## src/rtl/sc_reg_serial_loader_if.sv

```systemverilog
// Bus bundle between a serial bit source and the serial loader.
// Latency: none, this is a pure signal grouping.
// Backpressure: none; the source gates bits with serial_valid, the loader never stalls it.
//
// Signals:
//   start_InLow   source -> loader   active-low transfer request
//   abort_InLow   source -> loader   active-low abort of the transfer in progress
//   serial_in     source -> loader   serial data bit, MSB first
//   serial_valid  source -> loader   serial_in qualifier
//   data_OutBUS   loader -> source   assembled DATAWIDTH-bit word
//   load_OutLow   loader -> source   active-low one-cycle load strobe
//   clear_OutLow  loader -> source   active-low one-cycle clear strobe
//   busy          loader -> source   transfer in SHIFT/LOAD/CLEAR
//   done          loader -> source   one-cycle pulse after a successful load
interface sc_reg_serial_loader_if #(
  parameter int DATAWIDTH = 8
);
  logic                 start_InLow;
  logic                 abort_InLow;
  logic                 serial_in;
  logic                 serial_valid;
  logic [DATAWIDTH-1:0] data_OutBUS;
  logic                 load_OutLow;
  logic                 clear_OutLow;
  logic                 busy;
  logic                 done;

  // Bit source side.
  modport master (
    output start_InLow, abort_InLow, serial_in, serial_valid,
    input  data_OutBUS, load_OutLow, clear_OutLow, busy, done
  );

  // Loader side.
  modport slave (
    input  start_InLow, abort_InLow, serial_in, serial_valid,
    output data_OutBUS, load_OutLow, clear_OutLow, busy, done
  );
endinterface

```

## src/rtl/sc_reg_serial_loader.sv

```systemverilog
// Deserialises a gated MSB-first bit stream into a word and strobes it into the register stage.
// Latency: load strobe DATAWIDTH+1 cycles after start is driven, with back-to-back valid bits.
// Backpressure: none; the source pauses by dropping serial_valid, TIMEOUT idle cycles drop the word.
//
// Ports:
//   SC_RegGENERAL_CLOCK_50      system clock, rising edge
//   SC_RegGENERAL_RESET_InHigh  asynchronous active-high reset
//   bus                         sc_reg_serial_loader_if.slave (controls in, word/strobes/status out)
module sc_reg_serial_loader #(
  parameter int DATAWIDTH = 8,   // >= 2
  parameter int TIMEOUT   = 16   // >= 1
) (
  input logic                   SC_RegGENERAL_CLOCK_50,
  input logic                   SC_RegGENERAL_RESET_InHigh,
  sc_reg_serial_loader_if.slave bus
);

  localparam int BW = $clog2(DATAWIDTH);
  localparam int TW = (TIMEOUT > 1) ? $clog2(TIMEOUT) : 1;
  localparam logic [BW-1:0] BITCNT_LAST = BW'(DATAWIDTH - 1);
  localparam logic [TW-1:0] TO_LAST     = TW'(TIMEOUT - 1);

  typedef enum logic [1:0] {
    S_IDLE  = 2'd0,
    S_SHIFT = 2'd1,
    S_LOAD  = 2'd2,
    S_CLEAR = 2'd3
  } state_t;

  state_t r_state;
  state_t w_state_nxt;

  // Only the bits received so far are kept; the final bit is taken straight
  // from serial_in, so the shift register needs one bit less than the word.
  logic [DATAWIDTH-2:0] r_shreg;
  logic [BW-1:0]        r_bitcnt;
  logic [TW-1:0]        r_tocnt;

  logic [DATAWIDTH-1:0] r_data;
  logic                 r_load_n;
  logic                 r_clear_n;
  logic                 r_busy;
  logic                 r_done;

  logic [DATAWIDTH-1:0] w_data_nxt;
  logic                 w_load_n_nxt;
  logic                 w_clear_n_nxt;
  logic                 w_busy_nxt;
  logic                 w_done_nxt;

  logic                 w_start;
  logic                 w_abort;
  logic                 w_bit_last;
  logic                 w_to_last;
  logic [DATAWIDTH-1:0] w_word;

  assign w_start    = ~bus.start_InLow;
  assign w_abort    = ~bus.abort_InLow;
  assign w_bit_last = (r_bitcnt == BITCNT_LAST);
  assign w_to_last  = (r_tocnt == TO_LAST);
  assign w_word     = {r_shreg, bus.serial_in};

  // ---------------------------------------------------------------- state register
  always_ff @(posedge SC_RegGENERAL_CLOCK_50 or posedge SC_RegGENERAL_RESET_InHigh) begin
    if (SC_RegGENERAL_RESET_InHigh) begin
      r_state <= S_IDLE;
    end else begin
      r_state <= w_state_nxt;
    end
  end

  // ---------------------------------------------------------------- next state
  always_comb begin
    w_state_nxt = r_state;
    case (r_state)
      S_IDLE: begin
        if (w_start) w_state_nxt = S_SHIFT;
      end
      S_SHIFT: begin
        // Abort wins over everything, including the final valid bit.
        if (w_abort)                  w_state_nxt = S_CLEAR;
        else if (bus.serial_valid) begin
          if (w_bit_last)             w_state_nxt = S_LOAD;
        end else if (w_to_last)       w_state_nxt = S_CLEAR;
      end
      S_LOAD:  w_state_nxt = S_IDLE;
      S_CLEAR: w_state_nxt = S_IDLE;
      default: w_state_nxt = S_IDLE;
    endcase
  end

  // ---------------------------------------------------------------- outputs (next values, registered below)
  always_comb begin
    w_load_n_nxt  = (w_state_nxt != S_LOAD);
    w_clear_n_nxt = (w_state_nxt != S_CLEAR);
    w_busy_nxt    = (w_state_nxt != S_IDLE);
    w_done_nxt    = (r_state == S_LOAD);
    w_data_nxt    = r_data;
    if (w_state_nxt == S_CLEAR) begin
      w_data_nxt = '0;
    end else if (r_state == S_SHIFT && w_state_nxt == S_LOAD) begin
      w_data_nxt = w_word;
    end
  end

  always_ff @(posedge SC_RegGENERAL_CLOCK_50 or posedge SC_RegGENERAL_RESET_InHigh) begin
    if (SC_RegGENERAL_RESET_InHigh) begin
      r_data    <= '0;
      r_load_n  <= 1'b1;
      r_clear_n <= 1'b1;
      r_busy    <= 1'b0;
      r_done    <= 1'b0;
    end else begin
      r_data    <= w_data_nxt;
      r_load_n  <= w_load_n_nxt;
      r_clear_n <= w_clear_n_nxt;
      r_busy    <= w_busy_nxt;
      r_done    <= w_done_nxt;
    end
  end

  // ---------------------------------------------------------------- shift register and counters
  always_ff @(posedge SC_RegGENERAL_CLOCK_50 or posedge SC_RegGENERAL_RESET_InHigh) begin
    if (SC_RegGENERAL_RESET_InHigh) begin
      r_shreg  <= '0;
      r_bitcnt <= '0;
      r_tocnt  <= '0;
    end else begin
      case (r_state)
        S_IDLE: begin
          if (w_start) begin
            r_shreg  <= '0;
            r_bitcnt <= '0;
            r_tocnt  <= '0;
          end
        end
        S_SHIFT: begin
          if (!w_abort) begin
            if (bus.serial_valid) begin
              r_shreg  <= w_word[DATAWIDTH-2:0];
              r_tocnt  <= '0;
              // Leaving SHIFT on the last bit: park at 0 rather than wrap.
              r_bitcnt <= w_bit_last ? '0 : r_bitcnt + 1'b1;
            end else begin
              r_tocnt  <= w_to_last ? '0 : r_tocnt + 1'b1;
            end
          end
        end
        S_CLEAR: begin
          r_shreg  <= '0;
          r_bitcnt <= '0;
          r_tocnt  <= '0;
        end
        default: begin
        end
      endcase
    end
  end

  assign bus.data_OutBUS  = r_data;
  assign bus.load_OutLow  = r_load_n;
  assign bus.clear_OutLow = r_clear_n;
  assign bus.busy         = r_busy;
  assign bus.done         = r_done;

endmodule

```

## src/flat_wrapper.sv

```systemverilog
// flat-port wrapper written by rule: the top's interface ports become plain ports
module sc_reg_serial_loader_flat 
#(
  parameter int DATAWIDTH = 8,          
  parameter int TIMEOUT   = 16          
)
  (SC_RegGENERAL_CLOCK_50, SC_RegGENERAL_RESET_InHigh, bus_start_InLow, bus_abort_InLow, bus_serial_in, bus_serial_valid, bus_data_OutBUS, bus_load_OutLow, bus_clear_OutLow, bus_busy, bus_done);
  sc_reg_serial_loader_if #(.DATAWIDTH(DATAWIDTH)) bus_i ();
  input logic SC_RegGENERAL_CLOCK_50;
  input logic SC_RegGENERAL_RESET_InHigh;
  input wire logic [$bits(bus_i.start_InLow)-1:0] bus_start_InLow;
  input wire logic [$bits(bus_i.abort_InLow)-1:0] bus_abort_InLow;
  input wire logic [$bits(bus_i.serial_in)-1:0] bus_serial_in;
  input wire logic [$bits(bus_i.serial_valid)-1:0] bus_serial_valid;
  output wire logic [$bits(bus_i.data_OutBUS)-1:0] bus_data_OutBUS;
  output wire logic [$bits(bus_i.load_OutLow)-1:0] bus_load_OutLow;
  output wire logic [$bits(bus_i.clear_OutLow)-1:0] bus_clear_OutLow;
  output wire logic [$bits(bus_i.busy)-1:0] bus_busy;
  output wire logic [$bits(bus_i.done)-1:0] bus_done;
  assign bus_i.start_InLow = bus_start_InLow;
  assign bus_i.abort_InLow = bus_abort_InLow;
  assign bus_i.serial_in = bus_serial_in;
  assign bus_i.serial_valid = bus_serial_valid;
  assign bus_data_OutBUS = bus_i.data_OutBUS;
  assign bus_load_OutLow = bus_i.load_OutLow;
  assign bus_clear_OutLow = bus_i.clear_OutLow;
  assign bus_busy = bus_i.busy;
  assign bus_done = bus_i.done;
  sc_reg_serial_loader #(.DATAWIDTH(DATAWIDTH), .TIMEOUT(TIMEOUT)) u_core (.SC_RegGENERAL_CLOCK_50(SC_RegGENERAL_CLOCK_50), .SC_RegGENERAL_RESET_InHigh(SC_RegGENERAL_RESET_InHigh), .bus(bus_i));
endmodule
```

## config.mk

```make
export PLATFORM = sky130hd
export DESIGN_NAME = sc_reg_serial_loader_flat
export DESIGN_NICKNAME = d
export VERILOG_FILES = /design/src/rtl/sc_reg_serial_loader_if.sv /design/src/rtl/sc_reg_serial_loader.sv /design/src/flat_wrapper.sv
export SDC_FILE = /design/constraint.sdc
export NUM_CORES = 1
export LEC_CHECK = 0
export BUFFER_PORTS_ARGS = -buffer_cell sky130_fd_sc_hd__buf_2
export CAP_MARGIN = 20
export CORE_MARGIN = 10
export CORE_UTILIZATION = 45
export CTS_CLUSTER_DIAMETER = 120
export CTS_CLUSTER_SIZE = 14
export DETAILED_ROUTE_END_ITERATION = 10
export PLACE_DENSITY = 0.65
export REMOVE_ABC_BUFFERS = 1
export SLEW_MARGIN = 5
export SYNTH_ARGS = -nofsm -noshare
export SYNTH_HDL_FRONTEND = slang
export SYNTH_SLANG_ARGS = --single-unit
```

## constraint.sdc

```tcl
create_clock -name SC_RegGENERAL_CLOCK_50 -period 1.8 [get_ports SC_RegGENERAL_CLOCK_50]
set_clock_uncertainty 0.05 [all_clocks]
set_input_delay 0.27 -clock SC_RegGENERAL_CLOCK_50 [delete_from_list [all_inputs] [get_ports SC_RegGENERAL_CLOCK_50]]
set_output_delay 0.27 -clock SC_RegGENERAL_CLOCK_50 [all_outputs]
set_load 0.05 [all_outputs]
```

==> summary.txt, run 1 <==
Outcome
  – Run status: finished clean

Worst setup path
  – Critical Path Stages: 7
  – CP startpoint kind: flip-flop
  – Critical Path Max Stage Delay: ~0.43 ns
  – Crit Path Class: flip-flop to flip-flop
  – Reg2Reg Depth: 7
  – Delay-heaviest family, CP: compound AO/OA/AOI/OAI gates
  – Arrival time worst endpoint: 1.90 ns
  – Worst-path fanout max: 5
  – Worst path slowest cell: dfrtp_1
  – Crit path buffers/inverters: 3
  – Worst-path cell chain: ha_1, ha_1, a21o_1, o31ai_4, buf_4, buf_4, inv_2
  – Reg-to-reg slack, setup: 0.09 ns
  – Crit end category: flip-flop
  – Data required, critical path: 1.99 ns

Synth
  – Synthesized area per cell: 12.1 um^2
  – Yosys top cell by area: dfrtp_1
  – Xor/xnor share of the synthesized area: 0%
  – Mux cell area share after synthesis: 8.47%
  – Share of the synthesized area in the top cell type: around 52%
  – Adder-cell share of the synthesized area: under 10%
  – Simple-Gate Fraction of Synth Area: 10.5%
  – #FFs+latches synth: 28
  – Complex-gate fraction of the synthesized area: 16.3%
  – Top cells by count, synth: 26 x dfrtp_1, 10 x a22o_1, 10 x inv_1, 6 x mux2i_1, 6 x nand2_1
  – Cell area after synthesis: 0.00124 mm^2
  – Post-synth EDFFs: 0
  – Count of cell types in the netlist: 32
  – Most frequent cell after synthesis: dfrtp_1
  – Predominant post-synthesis flop cell: dfrtp_1
  – YS warnings: 0
  – Seq/Total Area, Yosys: 56.7%
  – Top post-synthesis cells by area: dfrtp_1 52%, a22o_1 7.1%, mux2i_1 4.8%, dfstp_2 4.2%, mux2_1 3.6%
  – Main combinational cell family by area after synthesis: compound AO/OA/AOI/OAI gates
  – Mapped Cells: 103
  – Async S/R FF share, synth: 100%

Final layout
  – # diodes: 0
  – Final core utilization: 58.0%
  – P&R area growth vs syn: 18.9%
  – Final nets: roughly 140
  – Share of cells above drive strength 1: between 20% and 30%

STA
  – Hold slack: 0.0947 ns
  – Fmax: 586 MHz
  – RSZ-0062 raised after global routing: no
  – Final-report max-slew violation count: 0
  – Hold Vio Cnt, Final: 0
  – Slew HR: around two thirds
  – Slew @ Worst Pin: 0.517 ns
  – Setup TNS: 0 ns
  – Min Tclk post-route: 1.71 ns
  – Finish-stage setup viols: 0
  – Crit share post-route: 94.8%

Floorplan
  – Die Ht: 72.5 um
  – Top-Level Pins: 18
  – DIE AREA: 0.00526 mm^2
  – Core ar.: 0.00254 mm^2
  – Rows: 18
  – Starting Density: 48.8%
  – Die width: 72.5 um

Global route
  – Largest net degree at the start of global routing: 29
  – Initial antenna violation count: 0
  – GRT Util Overall: 9.37%
  – First-pass GRT wire length: 4090 um
  – Grt ovf: 0
  – Number of global-route vias before repair: 867

Power
  – P_leak: around 0.76 nW
  – Pwr Total: 0.00212 W
  – Worst VDD drop: 0.882 mV
  – Pwr dens: 1440 mW/mm^2
  – Net load switching power: ~0.00078 W
  – Combinational power share: about two fifths
  – Clk pwr share: 19.2%
  – Sequential Power Share: 39.8%
  – Sw frac: a little over a third
  – Power Internal: 0.00135 W

Clock network
  – Clock Latency Late Sink: 0.32 ns
  – Clock sinks: 28
  – Number of CTS-inserted buffers: 3
  – Maximum clock path buffer count: 2
  – Reg clk slew, reported paths: 0.15 ns
  – Root Buffer: clkbuf_4
  – CTS tree: yes
  – # H-tree levels: 1

Placed design
  – Final RePlAce weighted congestion: around 0.8
  – PortBufs: 17
  – Hpwl dp: 1720 um

Worst hold path
  – Hold Path Class: input pin to flip-flop
  – Hold depth: 2

Routing
  – ANT nets after route: 0
  – Iter 0 DRT Violations: 40
  – DR vias: 860
  – Total Routed Length: 2360 um
  – Drt first pass iters: 4
  – Via/cell ratio: 5.34
  – DRC errors left: 0
  – Routed wire per std cell: 14.7 um

Job
  – Max Cap Viol: 0
-- final cells by class --
| cell class | count | area [um^2] |
|---|---|---|
| Sequential cell | 28 | 703 |
| Inverter | 11 | 41.3 |
| Multi-Input combinational cell | 61 | 478 |
| Tap cell | 30 | 37.5 |
| Clock inverter | 1 | 30.0 |
| Timing Repair Buffer | 27 | 163 |
| Clock buffer | 3 | 22.5 |
| Fill cell | 219 | 1070 |
-- timing repair --
action	4_1_cts	5_1_grt
setup endpoints to repair	0	8
endpoints found under the hold margin	26	0
hold buffers	1	0
resized for setup	0	1
setup buffers	0	3
-- through the flow --
stage	worst slack, ns	cell area, um^2	instances
3_3_place_gp	0.143	1390	153
4_1_cts	0.0491	1450	158
6_report	0.0928	1480	161
3_5_place_dp	0.0822	1390	153
2_1_floorplan	0.236	1220	100
5_1_grt	0.0305	1480	161
-- layout by cell type, fill, tap and decap left out, drive strengths merged, types with 3 or more instances in the layout --
cell type and instances:
a22o 10, ha 3, nor2 4, nand2 6, mux2i 6, a31oi 3, o21ai 4, mux2 4
dfrtp 26, buf 26, inv 11, clkbuf 3
-- worst paths after layout --
kind                                       startpoint                         to
max in group asynchronous  SC_RegGENERAL_RESET_InHigh    u_core.bus.clear_OutLow
hold reg to reg                     u_core.r_shreg[6]          u_core.r_shreg[6]
setup / recovery                   u_core.r_bitcnt[0]          u_core.r_state[1]
setup reg to reg                   u_core.r_bitcnt[0]          u_core.r_state[1]
min in group asynchronous  SC_RegGENERAL_RESET_InHigh  u_core.bus.data_OutBUS[6]
hold / removal                        bus_start_InLow            u_core.bus.busy
-- state kept, by name, indices dropped and copies added, names as in the netlist --
name	cells
u_core.bus.busy	1
u_core.bus.clear_OutLow	1
u_core.bus.data_OutBUS	8
u_core.bus.done	1
u_core.bus.load_OutLow	1
u_core.r_bitcnt	3
u_core.r_shreg	7
u_core.r_state	2
u_core.r_tocnt	4
-- cell families after synthesis --
group	Yosys count
buffers and inverters	14
AOI/OAI and AO/OA	25
muxes	10
adders and majority gates	3
DFF	28
and+or+nand+nor	23
-- power groups by stage --
stage	Sequential, W	Clock (W)	Combinational [W]
floorplan	0.000943	0	0.000466
global placement	0.000854	0	0.000791
detailed placement	0.000859	0	0.000813
CTS	0.000845	0.000417	0.000818
global route	0.000862	0.000442	0.000960
finish	0.000846	0.000407	0.000870
-- per-layer routing --
metal  wire (um)  track usage, %  vias to the layer above
met5           0               0                        -
met4          12            2.53                        0
met3         175            3.54                        2
met2        1080            14.5                       19
met1        1090            11.9                      421
li1            -               -                      418
Note: power is estimated with default switching activity, not from simulation.
==> run 2, diff against run 1 <==
Settings changed: ABC_AREA set to 1, PLACE_DENSITY 0.65 to unset.
==> summary.txt, run 2 <==
Outcome
  – Run status: finished clean (unchanged)

Placed design
  – Hpwl dp: 1780 um (was 1720 um)
  – Final RePlAce weighted congestion: 0.784 (was 0.806)
  – PortBufs: 17 (unchanged)

Routing
  – ANT nets after route: 0 (unchanged)
  – DRC errors left: 0 (unchanged)
  – Iter 0 DRT Violations: 47 (was 40)
  – Routed wire per std cell: 12.6 um (was 14.7 um)
  – Via/cell ratio: 4.94 (was 5.34)
  – Total Routed Length: 2390 um (was 2360 um)
  – DR vias: 938 (was 860)
  – Drt first pass iters: 4 (unchanged)

STA
  – Finish-stage setup viols: 0 (unchanged)
  – Hold Vio Cnt, Final: 0 (unchanged)
  – Min Tclk post-route: 1.64 ns (was 1.71 ns)
  – Slew @ Worst Pin: 0.347 ns (was 0.517 ns)
  – Hold slack: 0.149 ns (was 0.0947 ns)
  – Setup TNS: 0 ns (unchanged)
  – Fmax: 611 MHz (was 586 MHz)
  – Crit share post-route: 90.9% (was 94.8%)
  – RSZ-0062 raised after global routing: no (unchanged)
  – Final-report max-slew violation count: 0 (unchanged)
  – Slew HR: 76.9% (was 65.5%)

Power
  – Worst VDD drop: 0.985 mV (was 0.882 mV)
  – Pwr Total: 0.00219 W (was 0.00212 W)
  – P_leak: 0.771 nW (was 0.763 nW)
  – Pwr dens: 1490 mW/mm^2 (was 1440 mW/mm^2)

Floorplan
  – Top-Level Pins: 18 (unchanged)
  – Core ar.: 0.00278 mm^2 (was 0.00254 mm^2)
  – Die Ht: 74.0 um (was 72.5 um)
  – DIE AREA: 0.00547 mm^2 (was 0.00526 mm^2)
  – Rows: 19 (was 18)
  – Die width: 74.0 um (was 72.5 um)
  – Starting Density: 47.1% (was 48.8%)

Clock network
  – Reg clk slew, reported paths: 0.15 ns (about the same)
  – Clock Latency Late Sink: 0.33 ns (was 0.32 ns)
  – Root Buffer: clkbuf_4 (unchanged)
  – CTS tree: yes (unchanged)
  – Clock sinks: 28 (unchanged)
  – # H-tree levels: 1 (unchanged)
  – Number of CTS-inserted buffers: 3 (unchanged)
  – Maximum clock path buffer count: 2 (unchanged)
  – Post-CTS Resized: 0 (unchanged)

Synth
  – Top post-synthesis cells by area: dfrtp_1 50%, nand2_1 13%, o21ai_2 6.0%, dfstp_2 4.0%, nand4_1 3.8% (was dfrtp_1 52%, a22o_1 7.1%, mux2i_1 4.8%, dfstp_2 4.2%, mux2_1 3.6%)
  – Cell area after synthesis: 0.00131 mm^2 (was 0.00124 mm^2)
  – YS warnings: 0 (unchanged)
  – Top cells by count, synth: 47 x nand2_1, 26 x dfrtp_1, 9 x o21ai_2, 8 x inv_1, 8 x nand4_1 (was 26 x dfrtp_1, 10 x a22o_1, 10 x inv_1, 6 x mux2i_1, 6 x nand2_1)
  – Synthesized area per cell: 9.64 um^2 (was 12.1 um^2)
  – Share of the synthesized area in the top cell type: 49.6% (was 52.4%)
  – Most frequent cell after synthesis: nand2_1 (was dfrtp_1)
  – Predominant post-synthesis flop cell: dfrtp_1 (unchanged)
  – Count of cell types in the netlist: 22 (was 32)
  – Yosys top cell by area: dfrtp_1 (unchanged)
  – Mapped Cells: 136 (was 103)
  – Post-synth EDFFs: 0 (unchanged)
  – Async S/R FF share, synth: 100% (unchanged)
  – Seq/Total Area, Yosys: 53.6% (was 56.7%)
  – #FFs+latches synth: 28 (unchanged)

Final layout
  – Commonest non-fill, non-tap cell in the layout: nand2_1 (was dfrtp_1)
  – # diodes: 0 (unchanged)
  – Final nets: 169 (was 141)
  – Max reg flops: 8 (unchanged)
  – P&R area growth vs syn: 12.0% (was 18.9%)
  – Most frequent cells in the layout: 47 x nand2_1, 26 x dfrtp_1, 17 x buf_2 (was 26 x dfrtp_1, 17 x buf_2, 10 x inv_1, 10 x a22o_1, 9 x buf_4)
  – Share of cells above drive strength 1: 33.3% (was 29.0%)

Worst setup path
  – Worst-path cell chain: ha_1, ha_1, nand2_1, inv_1, nor2_1, a21oi_4, buf_4, nand4_1, nand2_1 (was ha_1, ha_1, a21o_1, o31ai_4, buf_4, buf_4, inv_2)
  – Arrival time worst endpoint: 1.82 ns (was 1.90 ns)
  – Crit path buffers/inverters: 2 (was 3)
  – Crit end category: flip-flop (unchanged)
  – Critical Path Max Stage Delay: 0.42 ns (was 0.43 ns)
  – Crit Path Class: flip-flop to flip-flop (unchanged)
  – Reg-to-reg slack, setup: 0.16 ns (was 0.09 ns)
  – CP startpoint kind: flip-flop (unchanged)
  – Worst-path fanout max: 8 (was 5)
  – Delay-heaviest family, CP: flip-flops (was compound AO/OA/AOI/OAI gates)
  – Worst path slowest cell: dfrtp_1 (unchanged)
  – Data required, critical path: 1.99 ns (about the same)

Global route
  – Number of global-route vias before repair: 976 (was 867)
  – GRT Util Overall: 10.1% (was 9.37%)
  – Largest net degree at the start of global routing: 29 (unchanged)
  – Grt ovf: 0 (unchanged)
  – Initial antenna violation count: 0 (unchanged)
  – First-pass GRT wire length: 4370 um (was 4090 um)

Worst hold path
  – Hold Path Class: input pin to flip-flop (unchanged)

Job
  – Max Cap Viol: 0 (unchanged)
## run 2: report_power, final
group          switching [W]  total, W  internal [W]
sequential         0.0000947  0.000875      0.000780
clock               0.000181  0.000305      0.000124
combinational       0.000755   0.00101      0.000252
total                0.00103   0.00219       0.00116
## run 2: path summary, 6_finish.rpt
| check | start | cells after the start | end |
|---|---|---|---|
| worst min register to register | u_core.bus.data_OutBUS[4] | 2 | u_core.bus.data_OutBUS[4] |
| worst min-delay path | bus_serial_in | 3 | u_core.bus.data_OutBUS[0] |
| min in group asynchronous | SC_RegGENERAL_RESET_InHigh | 4 | u_core.r_state[0] |
| worst max-delay path | u_core.r_bitcnt[0] | 9 | u_core.bus.data_OutBUS[1] |
| max in group asynchronous | SC_RegGENERAL_RESET_InHigh | 4 | u_core.bus.load_OutLow |
| worst max register to register | u_core.r_bitcnt[0] | 9 | u_core.bus.data_OutBUS[1] |
## run 2: kinds of logic after synthesis
| group | share of synthesized area [%] |
|---|---|
| DFF | 53.6 |
| adders and majority gates | 2.86 |
| buffers and inverters | 6.97 |
| and+or+nand+nor | 25.4 |
| AOI/OAI and AO/OA | 10.5 |
| xor gates and xnor gates | 0.668 |
## run 2: layout make-up
class	count	area, um^2
Fill cell	280	1310
Sequential cell	28	703
Multi-Input combinational cell	92	517
Timing Repair Buffer	22	125
Inverter	13	48.8
Tap cell	31	38.8
Clock buffer	4	36.3
## run 2: stage by stage
stage | cell area (um^2) | worst slack (ns) | util, % | instances
final | 1470 | 0.164 | 52.8 | 190
after global routing | 1470 | 0.0243 | 52.8 | 190
after CTS | 1450 | 0.169 | 52.0 | 187
after detailed placement | 1400 | 0.192 | 50.3 | 182
after global placement | 1400 | 0.233 | 50.3 | 182
after floorplan | 1270 | 0.306 | - | 133
## run 2: per-layer routing
metal	wire length [um]	part of all wire, %	vias to the layer above	track usage, %
met3	139	5.8	2	2.93
met1	1020	43	441	11.6
li1	-	-	481	-
met5	0	0	-	0
met4	24	1.0	0	4.97
met2	1210	50	14	17.0
## run 2: tightest hold or removal path: stages
cell	delay (ns)
buf_2	0.11
nand4_1	0.09
nand2_1	0.05
## run 2: repair_timing
item | CTS | global route
hold endpoints to repair | 26 | 0
setup endpoints to repair | 0 | 8
hold buffers | 1 | 0
setup buffers | 0 | 3
